[src/rtl/mem_pkg.sv]
// Shared types and constants for the data-memory request path.
// Size encodings match the req_size field; state enum is shared with the bench for debug.
package mem_pkg;

  localparam int WORD_IDX_BITS_DEF = 10;
  localparam int MEM_WORDS = 2 ** WORD_IDX_BITS_DEF;

  typedef enum logic [1:0] {
    SZ_BYTE = 2'b00,
    SZ_HALF = 2'b01,
    SZ_WORD = 2'b10
  } mem_size_t;

  typedef enum logic [2:0] {
    IDLE     = 3'd0,
    RD_ISSUE = 3'd1,
    RD_WAIT  = 3'd2,
    WR_ISSUE = 3'd3,
    RESP     = 3'd4
  } lsu_state_t;

endpackage

[src/rtl/mem_lane_align.sv]
// Little-endian lane handling for a word-only memory: extract+extend for loads,
// read-modify-write merge for sub-word stores.
module mem_lane_align
  import mem_pkg::*;
(
  input  logic [31:0] word,
  input  logic [1:0]  addr_lo,
  input  logic [1:0]  size,
  input  logic        is_unsigned,
  input  logic [31:0] wdata,
  output logic [31:0] load_data,
  output logic [31:0] merged
);

  logic [31:0] shifted;
  logic [7:0]  lane_b;
  logic [15:0] lane_h;

  always_comb begin
    shifted   = word >> {addr_lo, 3'b000};
    lane_b    = shifted[7:0];
    lane_h    = addr_lo[1] ? word[31:16] : word[15:0];
    load_data = word;
    merged    = wdata;
    case (size)
      SZ_BYTE: begin
        load_data = {{24{~is_unsigned & lane_b[7]}}, lane_b};
        merged    = word;
        merged[{addr_lo, 3'b000} +: 8] = wdata[7:0];
      end
      SZ_HALF: begin
        load_data = {{16{~is_unsigned & lane_h[15]}}, lane_h};
        merged    = word;
        merged[{addr_lo[1], 4'b0000} +: 16] = wdata[15:0];
      end
      default: begin
        load_data = word;
        merged    = wdata;
      end
    endcase
  end

endmodule

[src/rtl/load_store_unit.sv]
// Request-side controller for the data memory stage: one load/store per handshake,
// sub-word stores done as read-modify-write against a word-only memory.
module load_store_unit
  import mem_pkg::*;
#(
  parameter int WORD_IDX_BITS = WORD_IDX_BITS_DEF
) (
  input  logic        clk,
  input  logic        reset,
  input  logic        req_valid,
  output logic        req_ready,
  input  logic        req_write,
  input  logic [1:0]  req_size,
  input  logic        req_unsigned,
  input  logic [31:0] req_addr,
  input  logic [31:0] req_wdata,
  output logic        resp_valid,
  output logic [31:0] resp_rdata,
  output logic        resp_error,
  output logic        ctrl_memRead,
  output logic        ctrl_memWrite,
  output logic [31:0] mem_address,
  output logic [31:0] write_data_into_mem,
  input  logic [31:0] read_data_from_mem,
  output lsu_state_t  dbg_state
);

  // Handshake: a request transfers on a rising edge where req_valid && req_ready;
  // req_ready is high only in IDLE, and resp_valid pulses once per accepted request.

  lsu_state_t  state, state_nxt;
  logic        accept;
  logic        req_err;
  logic        size_bad;
  logic        addr_hi_bad;
  logic        write_q;
  logic [1:0]  size_q;
  logic        uns_q;
  logic [1:0]  addr_lo_q;
  logic [31:0] wdata_q;
  logic [31:0] load_data;
  logic [31:0] merged;

  assign dbg_state = state;
  assign accept    = req_valid && (state == IDLE);

  always_comb begin
    addr_hi_bad = (req_addr >> (WORD_IDX_BITS + 2)) != 32'd0;
    case (req_size)
      SZ_BYTE: size_bad = 1'b0;
      SZ_HALF: size_bad = req_addr[0];
      SZ_WORD: size_bad = |req_addr[1:0];
      default: size_bad = 1'b1;
    endcase
    req_err = size_bad || addr_hi_bad;
  end

  always_ff @(posedge clk or negedge reset) begin
    if (!reset) state <= IDLE;
    else        state <= state_nxt;
  end

  always_comb begin
    state_nxt     = state;
    req_ready     = 1'b0;
    resp_valid    = 1'b0;
    ctrl_memRead  = 1'b0;
    ctrl_memWrite = 1'b0;
    case (state)
      IDLE: begin
        req_ready = 1'b1;
        if (req_valid) begin
          if (req_err)                             state_nxt = RESP;
          else if (req_write && req_size == SZ_WORD) state_nxt = WR_ISSUE;
          else                                     state_nxt = RD_ISSUE;
        end
      end
      RD_ISSUE: begin
        ctrl_memRead = 1'b1;
        state_nxt    = RD_WAIT;
      end
      RD_WAIT:  state_nxt = write_q ? WR_ISSUE : RESP;
      WR_ISSUE: begin
        ctrl_memWrite = 1'b1;
        state_nxt     = RESP;
      end
      RESP: begin
        resp_valid = 1'b1;
        state_nxt  = IDLE;
      end
      default: state_nxt = IDLE;
    endcase
  end

  mem_lane_align u_align (
    .word        (read_data_from_mem),
    .addr_lo     (addr_lo_q),
    .size        (size_q),
    .is_unsigned (uns_q),
    .wdata       (wdata_q),
    .load_data   (load_data),
    .merged      (merged)
  );

  // Address and write data only change outside strobe cycles, so they are stable during them.
  always_ff @(posedge clk or negedge reset) begin
    if (!reset) begin
      write_q             <= 1'b0;
      size_q              <= 2'b00;
      uns_q               <= 1'b0;
      addr_lo_q           <= 2'b00;
      wdata_q             <= 32'd0;
      resp_rdata          <= 32'd0;
      resp_error          <= 1'b0;
      mem_address         <= 32'd0;
      write_data_into_mem <= 32'd0;
    end else if (accept) begin
      write_q    <= req_write;
      size_q     <= req_size;
      uns_q      <= req_unsigned;
      addr_lo_q  <= req_addr[1:0];
      wdata_q    <= req_wdata;
      resp_rdata <= 32'd0;
      resp_error <= req_err;
      if (!req_err) begin
        mem_address <= {{(32 - WORD_IDX_BITS){1'b0}}, req_addr[WORD_IDX_BITS+1:2]};
        if (req_write && req_size == SZ_WORD) write_data_into_mem <= req_wdata;
      end
    end else if (state == RD_WAIT) begin
      if (write_q) write_data_into_mem <= merged;
      else         resp_rdata          <= load_data;
    end
  end

endmodule

[config.mk]
export PLATFORM = sky130hd
export DESIGN_NAME = load_store_unit
export DESIGN_NICKNAME = d
export VERILOG_FILES = /design/src/rtl/mem_pkg.sv /design/src/rtl/mem_lane_align.sv /design/src/rtl/load_store_unit.sv
export SDC_FILE = /design/constraint.sdc
export NUM_CORES = 1
export LEC_CHECK = 0
export CAP_MARGIN = 10
export CORE_MARGIN = 3
export CORE_UTILIZATION = 49
export CTS_CLUSTER_DIAMETER = 150
export DETAILED_ROUTE_END_ITERATION = 7
export PLACE_DENSITY = 0.81
export SLEW_MARGIN = 20
export SYNTH_ARGS = -nofsm -noshare
export SYNTH_HDL_FRONTEND = slang
export SYNTH_HIERARCHICAL = 1
export SYNTH_SLANG_ARGS = --single-unit
[constraint.sdc]
create_clock -name clk -period 3.3 [get_ports clk]
set_input_delay 0.495 -clock clk [delete_from_list [all_inputs] [get_ports clk]]
set_output_delay 0.495 -clock clk [all_outputs]
set_load 0.02 [all_outputs]
Word-level counts from Yosys, hierarchy flattened
Index checks and enable logic that the tools add are counted.
- output and inout port bits: 104
- input port bits: 103
- logic and storage cells: 68
- bits in registers: 116
- shift operators: 5
- add/subtract/negate cells: 2
- bitwise operators: 4
- reduce and logical (&&, ||, !) cells: 13
- equality and inequality tests: 11
- multiplexer cells: 23
- operators with widths (cell ; number):
    $mux W32 ; 8
    $pmux W32 S2 ; 2
    $bwmux W32 ; 2
    $reduce_bool A32 Y1 ; 1
    $shift A16 B7 Y32 const A ; 1
    $shift A8 B7 Y32 const A ; 1
    $shiftx A16 B7 Y32 ; 1
    $shiftx A8 B7 Y32 ; 1
    $shr A32 B5 Y8 ; 1
    $mux W16 ; 1
    $neg A5 Y7 ; 2
    $pmux W3 S4 ; 1
    $mux W3 ; 3
    $eq A3 B2 Y1 const B ; 2
    $ne A2 B2 Y1 const B ; 3
    $eq A2 B1 Y1 const B ; 2
    $logic_not A2 Y1 ; 2
    $mux W1 ; 4
    $reduce_and A2 Y1 ; 2
    $reduce_and A4 Y1 ; 1
    $reduce_bool A2 Y1 ; 2
    $eq A3 B1 Y1 const B ; 1
    $eq A3 B3 Y1 const B ; 1
    $logic_not A3 Y1 ; 1
    other kinds (9) ; 12

Logic depth before layout (Yosys ltp)
Gate-level depths: netlist of run 1.
- word-level depth: 7
- depth in mapped cells: 11
- gate-level depth less buffers: 9

Modules after synthesis
The synthesis of run 1 kept the hierarchy.
- by module, submodules not included (module ; area each (um^2) ; instances ; cells each ; seq. area each (um^2)):
    load_store_unit ; 5869.4 ; 1 ; 640 ; 2902.8
    mem_lane_align ; 1629.1 ; 1 ; 269 ; 0.0

Worst setup path before layout of run 1
OpenSTA, ideal clock, no wires.
- kind: flip-flop to flip-flop
- from: register addr_lo_q[1]
- to: register write_data_into_mem[16]
- period minus slack after synthesis: 2537 ps
- data required time: 3231 ps
- path buffers: 1
- arrival time: 2468 ps
- slack: 763 ps
- cell stages (with the launch flop): 11
- setup time: 69 ps
- cells stage by stage: dfrtp_1 -> buf_2 -> clkinv_1 -> ha_1 -> or4_4 -> nor4b_4 -> a22oi_1 -> o21ai_0 -> mux2_2 -> nand4_1 -> nand3_1
- cells in the longest elaborated chain, start to end: 7
- elaborated cells on any way between the ends: 12
- classes of those cells: add/sub (2); shift (4); mux (6)
- RTL lines (element ; RTL line ; text):
    start, declared ; load_store_unit.sv:39 ; logic [1:0] addr_lo_q;
    start signal, assigned ; load_store_unit.sv:121 ; addr_lo_q <= req_addr[1:0];
    $neg A5 Y7, on equally long branches ; mem_lane_align.sv:34, mem_lane_align.sv:29 ;
    $shiftx A16 B7 Y32 (tied with other cells) ; mem_lane_align.sv:34 ; merged[{addr_lo[1], 4'b0000} +: 16] = wdata[15:0];
    $bwmux W32, on equally long branches ; mem_lane_align.sv:34, mem_lane_align.sv:29 ;
    $pmux W32 S2 (*) ; mem_lane_align.sv:25 ; case (size)
    net merged[16] ; load_store_unit.sv:42 ; logic [31:0] merged;
    $mux W32 (*) ; load_store_unit.sv:130 ; if (write_q) write_data_into_mem <= merged;
    $mux W32 (*) ; load_store_unit.sv:129 ; end else if (state == RD_WAIT) begin
    $mux W32 (*) ; load_store_unit.sv:117 ; end else if (accept) begin
    end signal, assigned ; load_store_unit.sv:127 ; if (req_write && req_size == SZ_WORD) write_data_into_mem <= req_wdata;
    end signal, assigned ; load_store_unit.sv:130 ;
    end, declared ; load_store_unit.sv:23 ; output logic [31:0] write_data_into_mem,
Mark *: on every way through the listed nets, which the timed path passes. The rest lies on a longest branch. The select of a mux whose other input is x is not followed.
A chain may end at the register's enable or synchronous reset.

Final worst setup path of run 1
- from: register addr_lo_q[0]
- to: register write_data_into_mem[14]
- cells in the longest elaborated chain, start to end: 7
- elaborated cells on any way between the ends: 8
- classes of those cells: add/sub (1); shift (2); mux (5)
- RTL lines (element ; RTL line ; text):
    $neg A5 Y7 (*) ; mem_lane_align.sv:29 ; merged[{addr_lo, 3'b000} +: 8] = wdata[7:0];
    $shiftx A8 B7 Y32 / $shift A8 B7 Y32 (equally long branches) ; mem_lane_align.sv:29 ;
    $bwmux W32 (*) ; mem_lane_align.sv:29 ;
    $pmux W32 S2 (*) ; mem_lane_align.sv:25 ;
    net merged[14] ; load_store_unit.sv:42 ;
    $mux W32 (*) ; load_store_unit.sv:130 ;
    $mux W32 (*) ; load_store_unit.sv:129 ;
    $mux W32 (*) ; load_store_unit.sv:117 ;
Marked as above.

==> results of run 1 <==
worst register-to-register path: cells and delay by family (launching register included):
family	cells	cell delay [ns]
simple gates	5	1.41
buf+inv	1	0.16
mux	1	0.16
fa+ha+maj	1	0.27
flops	1	0.56
compound gates	1	0.19
per-stage QoR:
step	hold WS (ns)	total power (W)
CTS	0.172	0.00694
finish	0.145	0.00701
global placement	0.454	0.00505
global route	0.206	0.00736
detailed placement	0.464	0.00509
floorplan	0.199	0.00414
area by class of cell:
| type | count | area share [%] |
|---|---|---|
| Sequential cell | 116 | 29.4 |
| Inverter | 11 | 0.417 |
| Multi-Input combinational cell | 705 | 41.9 |
| Timing Repair Buffer | 203 | 20.3 |
| Clock inverter | 4 | 0.733 |
| Clock buffer | 25 | 5.01 |
| Tap cell | 184 | 2.33 |
Yosys cell counts, drive strengths merged (2+ instances only):
library cell	n	area share (%)
a211o	5	0.58
a21oi	84	5.6
a221o	6	0.80
a222oi	8	1.1
a22o	15	1.8
a22oi	12	1.2
and3	32	2.7
and3b	2	0.23
buf	56	4.9
clkbuf	42	2.1
dfrtp	116	39
ha	5	0.83
inv	10	0.50
mux2	42	6.3
mux2i	18	2.4
nand2	225	11
nand2b	6	0.50
nand3	37	2.5
nand4	34	3.0
nor2	24	1.3
nor2b	3	0.25
nor3	6	0.55
nor3b	3	0.30
nor4	5	0.67
nor4b	3	0.63
o211a	2	0.27
o211ai	33	3.4
o21ai	56	3.7
or2	2	0.17
or3	2	0.17
registers in the layout, summed over array words and instances, names as in the netlist:
name / cells
addr_lo_q: 2
dbg_state: 3
mem_address: 10
resp_error: 1
resp_rdata: 32
size_q: 2
uns_q: 1
wdata_q: 32
write_data_into_mem: 32
write_q: 1
per-layer routing:
layer  track usage (%)  wire length [µm]  share of wire (%)  vias up
li1                  -                 -                  -     3504
met1              42.7             10100                 40     3629
met2              43.5             11200                 44      589
met3              7.74              3190                 13       73
met4              11.9               984                3.9        0
met5                 0                 0                  0        -
kinds of logic after synthesis:
family          synth area share, %
buf+inv                        7.58
mux                            8.71
fa+ha+maj                     0.834
simple gates                   24.8
other cells                  0.0500
flops                          38.7
compound gates                 19.3
report_power, final:
part	switching, W	internal, W
clock network	0.000640	0.00118
registers	0.000402	0.00172
logic	0.00176	0.00132
how the worst max path moves through the flow:
stage                              end  depth (start not counted)          from
2_1_floorplan  write_data_into_mem[16]                         10  addr_lo_q[1]
3_3_place_gp    write_data_into_mem[7]                          6     req_valid
3_5_place_dp   write_data_into_mem[20]                          9  addr_lo_q[0]
4_1_cts        write_data_into_mem[14]                          9  addr_lo_q[0]
5_1_grt        write_data_into_mem[14]                          9  addr_lo_q[0]
6_report       write_data_into_mem[14]                          9  addr_lo_q[0]
==> flow_summary.ini, run 1 <==
[outcome]
status = finished clean

[global_route]
track_usage_pct = 29.9
grt_max_degree = 71
grt_pass1_vias = 7215
grt_pass1_wl_mm = 39.3
grt_overflow_total = 0
antenna_found_initial = 0

[setup_path]
r2r_cells = 9
cp_cell_sequence = inv_1, ha_1, or4_4, nor2_1, a222oi_1, nand2_1, mux2_2, nand4_1, nand3_1
cpMaxStageDelayCell = or4_4
r2r_slack_ns = 0.49
crit_fanout = 10
critPathArrivalTime_ns = 3.16
reg2reg_from = addr_lo_q[0]
reg2reg_to = write_data_into_mem[14]
startpoint_type = flop
required_ns = 3.65
critPathKind = reg -> reg
crit_family = simple AND/OR/NAND/NOR gates
critPathBufInv = 1
setup.worst_path.end_class = flop
crit_path_max_incr_delay_ns = 0.60

[clocking]
clockBufferDepth = 2
cts_made_buffers = 17
post_cts_buffers = 0
cts_hold_buffers = 0
cts_max_level = 4
ctsResizeCount = 0
root_buffer = clkbuf_16
cts_tree = yes
cts.clk_slew.worst_paths_ns = 0.05
clk_latency_ns = 0.42
numClockSinks = 116

[placement]
place.gp.congestion = 0.909
place_ws_ns = 0.596
io_buffers = 184
dpl.hpwl_mm = 17.0
place_area_mm2 = 0.00933
place_inst = 1219

[worst_hold_path]
hold_path.class = in -> async

[sta]
setup-violations-final = 0
final_hold_viol_count = 0
post-route-worst-setup-slack_ns = 0.488
finClkSkew_ns = 0.00842
max_freq_mhz = 356
slew_headroom_pct = 48.8
drv_slew = 0
period_minus_slack_ns = 2.81
fin_crit_sh_pct = 85.2
rsz0062_at_grt = no
setup_tns_ns = 0
tightest_slew_ns = 0.768

[yosys]
yosys_warnings = 6
avgSynthCellArea_um2 = 8.25
yosysSeqAreaShare_pct = 38.7
synth_edf_count = 0
ys_async_sr_fraction_pct = 100
yosys_most_used_dff = dfrtp_1
synth_cells = 909
netlist_area_mm2 = 0.00750
ys_ff_latch = 116
synth_cell_types = 58

[die]
rows = 44
core_region_area_mm2 = 0.0148
die_area_mm2 = 0.0168
dieHeight_um = 130
io_pins = 207
fp.dieW_um = 130
initial_core_util_pct = 50.8

[detailed_routing]
routed_wl_mm = 25.5
drc_errors = 0
wl_per_cell_um = 20.4
vias = 7795
ant_nets = 0
drt_pass1_iterations = 8
routed_via_density = 6.25
drtIter0Drc = 1208

[layout]
fillers = 1192
multi_input_area_mm2 = 0.00414
final_nets = 1162
antenna_cells = 0
seq_area_mm2 = 0.00290
instances_no_fill = 1248
final_common_cell = nand2_1
fin_area_mm2 = 0.00989
final_cell_mix = nand2_1 (224), clkdlybuf4s50_1 (183), dfrtp_1 (115)
final_util_pct = 67.1
area_growth_pct = 32.0
drive_gt1_share_pct = 9.12

[pwr]
power_per_cell_area_mw_per_mm2 = 709
leakagePower_nw = 4.47
max-vdd-ir-drop_mv = 0.414

[flow_run]
cap_violations = 0
Power figures use the tool's default switching activity.
==> inputs of run 2 (changes only) <==
--- a/config.mk
+++ b/config.mk
@@ -6,11 +6,13 @@
 export NUM_CORES = 1
 export LEC_CHECK = 0
 export CAP_MARGIN = 10
+export CELL_PAD_IN_SITES_DETAIL_PLACEMENT = 1
+export CELL_PAD_IN_SITES_GLOBAL_PLACEMENT = 1
 export CORE_MARGIN = 3
-export CORE_UTILIZATION = 49
+export CORE_UTILIZATION = 36
 export CTS_CLUSTER_DIAMETER = 150
 export DETAILED_ROUTE_END_ITERATION = 7
-export PLACE_DENSITY = 0.81
+export PLACE_DENSITY_LB_ADDON = 0.1
 export SLEW_MARGIN = 20
 export SYNTH_ARGS = -nofsm -noshare
 export SYNTH_HDL_FRONTEND = slang
==> constraint.sdc (replaced) <==
create_clock -name clk -period 2.64 [get_ports clk]
set_input_delay 0.396 -clock clk [delete_from_list [all_inputs] [get_ports clk]]
set_output_delay 0.396 -clock clk [all_outputs]
set_load 0.02 [all_outputs]
==> run 2 against run 1 <==
Power increased by 32%. Die area increased by 34%. Sequential share of layout area decreased by 1.1 points. Routed wire length increased by 15%. Via count decreased by 2.7%. Critical path depth decreased by 2. Register-to-register slack got worse by 0.34 ns. Maximum frequency increased by 13%.
==> flow_summary.ini, run 2 (same netlist as run 1, synthesis figures left out) <==
[detailed_routing]
routed_via_density = 5.58
vias = 7582
ant_nets = 0
drt_pass1_iterations = 5
drtIter0Drc = 520
wl_per_cell_um = 21.5
routed_wl_mm = 29.2
drc_errors = 0

[global_route]
grt_overflow_total = 0
grt_pass1_vias = 7651
track_usage_pct = 25.9
grt_pass1_wl_mm = 45.0
grt_max_degree = 71
antenna_found_initial = 0

[die]
die_area_mm2 = 0.0226
dieHeight_um = 150
rows = 52
initial_core_util_pct = 36.8
core_region_area_mm2 = 0.0204
fp.dieW_um = 150
io_pins = 207

[clocking]
numClockSinks = 116
root_buffer = clkbuf_16
clockBufferDepth = 2
clk_latency_ns = 0.43
cts_tree = yes
cts_made_buffers = 17
cts_max_level = 4
cts.clk_slew.worst_paths_ns = 0.06

[pwr]
leakagePower_nw = 4.61
max-vdd-ir-drop_mv = 0.511
totalPowerFinal_w = 0.00928
power_per_cell_area_mw_per_mm2 = 901
power_switching_w = 0.00376
power_frac_clock_pct = 27.3
pwr-share-comb_pct = 44.4
sequentialPowerShare_pct = 28.3
p_sw_share_pct = 40.5
p_int_w = 0.00552

[sta]
rsz0062_at_grt = no
fin_crit_sh_pct = 94.5
max_freq_mhz = 401
slew_headroom_pct = 37.5
tightest_slew_ns = 0.938
finClkSkew_ns = 0.00911
setup_tns_ns = 0
period_minus_slack_ns = 2.49
setup-violations-final = 0
final_hold_viol_count = 0
drv_slew = 0

[placement]
place.gp.congestion = 0.881
place_area_mm2 = 0.00965
dpl.hpwl_mm = 20.5
io_buffers = 184

[layout]
drive_gt1_share_pct = 11.7
antenna_cells = 0
area_growth_pct = 37.3
fillers = 2385
fin_area_mm2 = 0.0103
reg_top3 = resp_rdata: 32 flops, wdata_q: 32 flops, write_data_into_mem: 32 flops
final_cell_mix = nand2_1 (224), clkdlybuf4s50_1 (183), dfrtp_1 (114)
final_common_cell = nand2_1
final_nets = 1185

[setup_path]
cpMaxStageDelayCell = a21oi_1
startpoint_type = flop
critPathBufInv = 2
critPathKind = reg -> reg
crit_fanout = 12
required_ns = 3.00
crit_family = compound AO/OA/AOI/OAI gates
setup.worst_path.end_class = flop
cp_cell_sequence = inv_1, buf_4, a21oi_1, a22o_1, mux2_2, nand4_1, nand3_1
critPathArrivalTime_ns = 2.86
crit_path_max_incr_delay_ns = 0.75

[outcome]
status = finished clean

[flow_run]
cap_violations = 0

[worst_hold_path]
hold_path.class = in -> async
run 2: cell count changes in the layout (fill, tap and decap cells not counted), sizes merged:
| cell | previous run | this run |
|---|---|---|
| bufinv | 2 | 4 |
| dlygate4sd3 | 0 | 1 |
| inv | 10 | 12 |
| clkinvlp | 1 | 5 |
| buf | 20 | 42 |
| clkbuf | 25 | 17 |
| clkinv | 2 | 5 |
run 2: per-layer routing:
layer  vias to the layer above  global-route usage [%]  part of all wire [%]
li1                       3545                       -                     -
met1                      3762                    36.5                    45
met2                       248                    41.4                    47
met3                        27                    4.43                   6.0
met4                         0                    6.77                   1.6
met5                         -                       0                     0
run 2: repair_timing:
item	in CTS	in global routing
resized for setup	0	2
endpoints found under the hold margin	28	0
hold buffers	1	0
buffers inserted	0	0
endpoints found under the setup margin	0	9
run 2: power by group through the flow:
stage / Clock [W] / Combinational [W] / Sequential, W
final: 0.00253 / 0.00412 / 0.00263
after global routing: 0.00265 / 0.00450 / 0.00267
after CTS: 0.00256 / 0.00409 / 0.00262
after detailed placement: 0 / 0.00406 / 0.00263
after global placement: 0 / 0.00398 / 0.00264
after floorplan: 0 / 0.00261 / 0.00257
run 2: stage by stage:
step | cells | util, % | worst slack [ns] | hold WS, ns
CTS | 1360 | 50.5 | 0.0727 | 0.468
finish | 1360 | 50.6 | 0.146 | 0.459
global route | 1360 | 50.6 | 0.0148 | 0.494
floorplan | 930 | - | 0.103 | 0.100
global placement | 1327 | 47.4 | 0.198 | 0.374
detailed placement | 1327 | 47.4 | 0.103 | 0.374
run 2: cell type report:
type                       count  area (µm²)  area share (%)
sequential                   116        2910            28.2
multi-input combinational    705        4150            40.3
inverter                      11        41.3           0.401
tap                          270         338            3.28
clock buffer                  17         425            4.13
clock inverter                15         206            2.01
timing repair buffer         226        2230            21.7
run 2: final timing paths:
kind | start | to | slack, ns | depth (start not counted)
max in group asynchronous | reset | resp_rdata[10] | 1.47 | 3
setup reg to reg | size_q[0] | write_data_into_mem[5] | 0.15 | 7
hold / removal | reset | resp_rdata[27] | 0.46 | 2
min in group clk | uns_q | uns_q | 0.48 | 2
setup / recovery | size_q[0] | write_data_into_mem[5] | 0.15 | 7
hold reg to reg | uns_q | uns_q | 0.48 | 2
